[src/rtl/program_loader.sv]
// UART boot loader: receives an A5-framed, XOR-checked program image
// and writes 24-bit words into instruction memory while holding the CPU.
module program_loader #(
    parameter int CLKS_PER_BIT = 868,
    parameter int TIMEOUT_CLKS = 10_000_000
) (
    input  logic        clk,
    input  logic        rst,
    input  logic        uart_rx,
    output logic        mem_we,
    output logic [7:0]  mem_addr,
    output logic [23:0] mem_wdata,
    output logic        cpu_hold,
    output logic        busy,
    output logic        done,
    output logic        error
);

    localparam int CW = $clog2(CLKS_PER_BIT) + 1;
    localparam int TW = $clog2(TIMEOUT_CLKS) + 1;
    localparam logic [CW-1:0] BIT_LAST  = CW'(CLKS_PER_BIT - 1);
    localparam logic [CW-1:0] HALF_LAST = CW'(CLKS_PER_BIT / 2 - 1);
    localparam logic [TW-1:0] TO_LAST   = TW'(TIMEOUT_CLKS - 1);

    typedef enum logic [1:0] {
        RX_IDLE, RX_START, RX_DATA, RX_STOP
    } rx_state_t;

    typedef enum logic [2:0] {
        S_IDLE, S_LEN, S_DATA, S_CHECK, S_DONE, S_ERROR
    } state_t;

    logic [1:0]    rx_sync;
    logic          rx_s;
    logic          rx_prev;
    rx_state_t     rx_state;
    logic [CW-1:0] rx_cnt;
    logic [2:0]    rx_bit;
    logic [7:0]    rx_shift;
    logic          rx_valid;
    logic          rx_err;

    state_t        state;
    state_t        state_nxt;
    logic [7:0]    len_q;
    logic [7:0]    word_cnt;
    logic [1:0]    byte_sel;
    logic [15:0]   word_buf;
    logic [7:0]    chk;
    logic [TW-1:0] to_cnt;
    logic          loading;
    logic          strobe;
    logic          timeout;
    logic          last_word;

    assign rx_s = rx_sync[1];

    // Receiver: mid-bit sampling, start bit re-checked to reject glitches
    always_ff @(posedge clk) begin
        if (rst) begin
            rx_sync  <= 2'b11;
            rx_prev  <= 1'b1;
            rx_state <= RX_IDLE;
            rx_cnt   <= '0;
            rx_bit   <= '0;
            rx_shift <= '0;
            rx_valid <= 1'b0;
            rx_err   <= 1'b0;
        end else begin
            rx_sync  <= {rx_sync[0], uart_rx};
            rx_prev  <= rx_s;
            rx_valid <= 1'b0;
            rx_err   <= 1'b0;
            unique case (rx_state)
                RX_IDLE: begin
                    if (rx_prev && !rx_s) begin
                        rx_state <= RX_START;
                        rx_cnt   <= '0;
                    end
                end
                RX_START: begin
                    if (rx_cnt == HALF_LAST) begin
                        rx_cnt   <= '0;
                        rx_bit   <= '0;
                        rx_state <= rx_s ? RX_IDLE : RX_DATA;
                    end else begin
                        rx_cnt <= rx_cnt + CW'(1);
                    end
                end
                RX_DATA: begin
                    if (rx_cnt == BIT_LAST) begin
                        rx_cnt   <= '0;
                        rx_shift <= {rx_s, rx_shift[7:1]};
                        rx_bit   <= rx_bit + 3'd1;
                        if (rx_bit == 3'd7) begin
                            rx_state <= RX_STOP;
                        end
                    end else begin
                        rx_cnt <= rx_cnt + CW'(1);
                    end
                end
                RX_STOP: begin
                    if (rx_cnt == BIT_LAST) begin
                        rx_cnt   <= '0;
                        rx_valid <= rx_s;
                        rx_err   <= !rx_s;
                        rx_state <= RX_IDLE;
                    end else begin
                        rx_cnt <= rx_cnt + CW'(1);
                    end
                end
                default: rx_state <= RX_IDLE;
            endcase
        end
    end

    assign loading   = (state == S_LEN) || (state == S_DATA)
                    || (state == S_CHECK);
    assign strobe    = rx_valid || rx_err;
    assign timeout   = loading && (to_cnt == TO_LAST);
    assign last_word = (word_cnt == len_q - 8'd1);

    always_ff @(posedge clk) begin
        if (rst) begin
            state <= S_IDLE;
        end else begin
            state <= state_nxt;
        end
    end

    // A byte strobe is always examined before the timeout
    always_comb begin
        state_nxt = state;
        unique case (state)
            S_IDLE, S_DONE, S_ERROR: begin
                if (rx_valid && rx_shift == 8'hA5) begin
                    state_nxt = S_LEN;
                end
            end
            S_LEN: begin
                if (rx_err) begin
                    state_nxt = S_ERROR;
                end else if (rx_valid) begin
                    state_nxt = S_DATA;
                end else if (timeout) begin
                    state_nxt = S_ERROR;
                end
            end
            S_DATA: begin
                if (rx_err) begin
                    state_nxt = S_ERROR;
                end else if (rx_valid) begin
                    if (byte_sel == 2'd2 && last_word) begin
                        state_nxt = S_CHECK;
                    end
                end else if (timeout) begin
                    state_nxt = S_ERROR;
                end
            end
            S_CHECK: begin
                if (rx_err) begin
                    state_nxt = S_ERROR;
                end else if (rx_valid) begin
                    state_nxt = (rx_shift == chk) ? S_DONE : S_ERROR;
                end else if (timeout) begin
                    state_nxt = S_ERROR;
                end
            end
            default: state_nxt = S_IDLE;
        endcase
    end

    always_comb begin
        cpu_hold = 1'b0;
        busy     = 1'b0;
        done     = 1'b0;
        error    = 1'b0;
        unique case (state)
            S_LEN, S_DATA, S_CHECK: begin
                cpu_hold = 1'b1;
                busy     = 1'b1;
            end
            S_DONE: done = 1'b1;
            S_ERROR: begin
                cpu_hold = 1'b1;
                error    = 1'b1;
            end
            default: ;
        endcase
    end

    // Address advances after the write cycle so it is stable under mem_we
    always_ff @(posedge clk) begin
        if (rst) begin
            mem_we    <= 1'b0;
            mem_addr  <= '0;
            mem_wdata <= '0;
            len_q     <= '0;
            word_cnt  <= '0;
            byte_sel  <= '0;
            word_buf  <= '0;
            chk       <= '0;
            to_cnt    <= '0;
        end else begin
            mem_we <= 1'b0;
            if (mem_we) begin
                mem_addr <= mem_addr + 8'd1;
            end
            if (!loading || strobe) begin
                to_cnt <= '0;
            end else begin
                to_cnt <= to_cnt + TW'(1);
            end
            if (rx_valid) begin
                unique case (state)
                    S_IDLE, S_DONE, S_ERROR: begin
                        if (rx_shift == 8'hA5) begin
                            word_cnt <= '0;
                            mem_addr <= '0;
                            chk      <= '0;
                            byte_sel <= '0;
                        end
                    end
                    S_LEN: len_q <= rx_shift;
                    S_DATA: begin
                        chk <= chk ^ rx_shift;
                        if (byte_sel == 2'd2) begin
                            mem_we    <= 1'b1;
                            mem_wdata <= {word_buf, rx_shift};
                            byte_sel  <= '0;
                            word_cnt  <= word_cnt + 8'd1;
                        end else begin
                            word_buf <= {word_buf[7:0], rx_shift};
                            byte_sel <= byte_sel + 2'd1;
                        end
                    end
                    default: ;
                endcase
            end
        end
    end

endmodule

[config.mk]
export PLATFORM = sky130hd
export DESIGN_NAME = program_loader
export DESIGN_NICKNAME = d
export VERILOG_FILES = /design/src/rtl/program_loader.sv
export SDC_FILE = /design/constraint.sdc
export NUM_CORES = 1
export LEC_CHECK = 0
export CAP_MARGIN = 25
export CORE_MARGIN = 4
export CORE_UTILIZATION = 43
export DETAILED_ROUTE_END_ITERATION = 8
export PLACE_DENSITY = 0.62
export SKIP_CTS_REPAIR_TIMING = 1
export SLEW_MARGIN = 20
export SYNTH_ARGS = -nofsm -noshare
export SYNTH_HDL_FRONTEND = slang
export SYNTH_SLANG_ARGS = --single-unit
[constraint.sdc]
create_clock -name clk -period 2.88 [get_ports clk]
set_input_delay 0.288 -clock clk [delete_from_list [all_inputs] [get_ports clk]]
set_output_delay 0.288 -clock clk [all_outputs]
set_load 0.05 [all_outputs]
==> results.yml <==
layout:
  nNetsFinal: 745
  seqCellArea_um2: 2640
  diodes: 0
  fill_cells: 1183
  drive_above_1_share_pct: 6.84
  fin_area_um2: 6820
  areaGrowthSynthToFinish_pct: 19.8
  fin_util_pct: 53.4
  multi_input_area_um2: 2860
timing:
  slew_headroom_pct: 46.8
  finalHoldViolCount: 0
  max_freq_mhz: 403
  tightest_slew_ns: 0.796
  rsz0062_at_grt: "false"
  skew_ns: 0.00453
  final-max-slew-violation-count: 0
  finalCritPeriodShare_pct: 86.2
  fin_setup_tns_ns: 0
  finalSetupViolations: 0
  finalCriticalPeriod_ns: 2.48
synth:
  avgSynthCellArea_um2: 8.04
  syn-num-nets: 719
  synthArstFlopShare_pct: 0
  synth-compound-area-share_pct: 11.3
  ys.flop_type: "dfxtp_1"
  muxShareOfSynthArea_pct: 0.527
  synth_top_area_share_pct: 46.4
  synth_cells: 708
  ys_seq_area_share_pct: 46.4
  synth_top_family_by_area: "simple AND/OR/NAND/NOR gates"
  synth_area_leaders: "dfxtp_1 46%, nand2_1 10%, a21oi_1 6.5%"
  synth-simple-area-share_pct: 26.9
  ys_ff_latch: 132
  ys_types: 45
  synth_area_um2: 5690
  ys_warn_count: 0
  synth_largest_area_cell: "dfxtp_1"
  synth_edf_count: 0
  synth_xor_area_share_pct: 9.69
  synthAdderAreaFrac_pct: 1.76
pwr:
  peakVddDrop_uv: 440
  pwr-share-seq_pct: 44.0
  p_int_mw: 3.32
  fin_total_pwr_mw: 4.19
  p_comb_share_pct: 1.9
  power_density_nw_per_um2: 614
  power_switching_mw: 0.871
  clock_power_share_pct: 54.1
  p_leak_nw: 2.32
  switching_share_pct: 20.8
route:
  route.vias.total: 4858
  detail-route-antenna-nets: 0
  drc: 0
  drtIter0Drc: 292
  dr.pass1.iters: 6
  viasPerCell: 5.29
  wl_per_cell_um: 14.2
  totalWireLength_mm: 13.0
setup_path:
  cp.arrival_ns: 2.19
  worstSetupStartpointType: "register"
  cp-end-kind: "output port"
  worstSetupPathType: "reg -> out"
  cp.required_ns: 2.59
  critical_path.max_fanout: 9
placed_design:
  dpl_cell_area_um2: 6200
  portBuffers: 39
  dp_hpwl_mm: 8.58
  gp_congestion: 0.814
clocking:
  insertion_delay_ns: 0.42
  cts_tree: "done"
  cts_buffers: 17
  clk_pin_slew_ns: 0.06
  clockRootBuffer: "clkbuf_16"
  htreeDepth: 4
  clkSinkCount: 132
  clockBufferDepth: 2
floorplan:
  core_area_um2: 12800
  dieArea_um2: 15100
  io_pins: 40
  initial_core_util_pct: 44.6
  rows: 41
  die_w_um: 123
  die_y_um: 123
global_route:
  grt_overflow: 0
  antenna_found_initial: 0
  grt_pass1_wl_mm: 21.7
  grt_max_degree: 63
  grt_pass1_vias: 4685
  grt_usage_pct: 17.8
run:
  max_cap_violations: 0
worst_hold_path:
  min_path_type: "in -> reg"
status:
  status: "finished, final reports clean"
[final timing paths]
check,start,endpoint,slack (ns),cells past startpoint
worst max-delay path,state[0],error,0.40,3
worst min-delay path,rst,word_cnt[1],0.30,2
worst max register to register,rx_cnt[2],rx_bit[1],0.53,6
worst min register to register,rx_sync[0],rx_sync[1],0.41,1
[kinds of logic (layout without fill, tap and decap cells)]
kind of cell / count (synthesis) / after routing
compound gates: 111 / 111
xor+xnor: 63 / 63
fa+ha+maj: 8 / 8
buf+inv: 52 / 90
flops: 132 / 132
mux: 3 / 3
simple gates: 339 / 339
[Yosys cell counts, types with 4 or more instances]
cell,n
nor2b_1,4
or3_1,5
dfxtp_1,132
xnor2_1,23
nand2_1,151
clkbuf_1,37
ha_1,8
xor2_1,40
nand3b_1,4
a311oi_1,5
nor4_1,9
nor3_1,13
o21ai_0,9
a21oi_1,74
nand3_1,25
nor2_1,84
inv_1,13
nand2b_1,5
nand4_1,12
or2_2,5
and3_1,5
[flip-flops by register name, indices dropped and copies added, names as in the netlist, named ones only]
name / count
len_q: 8
rx_bit: 3
to_cnt: 25
mem_addr: 8
state: 3
word_buf: 16
rx_state: 1
rx_valid: 1
rx_err: 1
rx_prev: 1
mem_wdata: 24
byte_sel: 2
rx_cnt: 11
word_cnt: 8
rx_sync: 2
mem_we: 1
chk: 8
rx_shift: 8
[power by group through the flow]
stage	clock network [mW]	registers (mW)	logic, mW
floorplan	0	1.87	0.0642
global placement	0	1.88	0.0805
detailed placement	0	1.88	0.0811
CTS	2.31	1.84	0.0812
global route	2.38	1.84	0.0906
finish	2.27	1.84	0.0811
[layer usage]
metal / vias up / global-route usage [%] / wire length, um
li1: 2437 / - / -
met1: 2316 / 22.7 / 6180
met3: 15 / 4.39 / 434
met2: 90 / 29.2 / 6200
met5: - / 0 / 0
met4: 0 / 7.06 / 176
[placed cells by master (no fill, tap or decap), types with 3 or more instances in the layout]
cell,n
or3_1,5
dfxtp_1,132
a21oi_1,74
a22oi_1,3
or2_2,5
inv_1,13
xor2_1,40
clkdlybuf4s50_1,38
a21o_1,3
and3_1,5
nor3_1,13
nand2_1,151
buf_4,7
nand3_1,25
nor2_1,84
nor2b_1,4
nand3b_1,4
a311oi_1,5
o21ai_0,9
ha_1,8
nand4_1,12
nor4_1,9
nand4b_1,3
mux2i_1,3
clkinv_2,4
bufinv_16,4
a211oi_1,3
xnor2_1,23
and2_1,3
and4_1,3
clkbuf_16,17
clkinv_4,3
nand2b_1,5
[cell type report]
cell class | instances | share of cell area [%]
multi-input combinational | 524 | 41.9
clock buffer | 18 | 6.44
inverter | 13 | 0.715
tap | 172 | 3.15
timing repair buffer | 46 | 6.42
sequential | 132 | 38.7
clock inverter | 13 | 2.68
[stage by stage]
step	worst slack, ns	cells	hold slack (ns)
2_1_floorplan	0.646	708	0.389
3_3_place_gp	0.590	887	0.393
3_5_place_dp	0.555	887	0.399
4_1_cts	0.395	918	0.286
5_1_grt	0.212	918	0.308
6_report	0.397	918	0.304
[critical path, stage by stage, from the launching register on]
cell	delay (ns)
dfxtp_1	0.50
inv_1	0.16
nor3_1	0.27
clkdlybuf4s50_1	0.85
No activity file was read; power rests on OpenSTA's default activity.
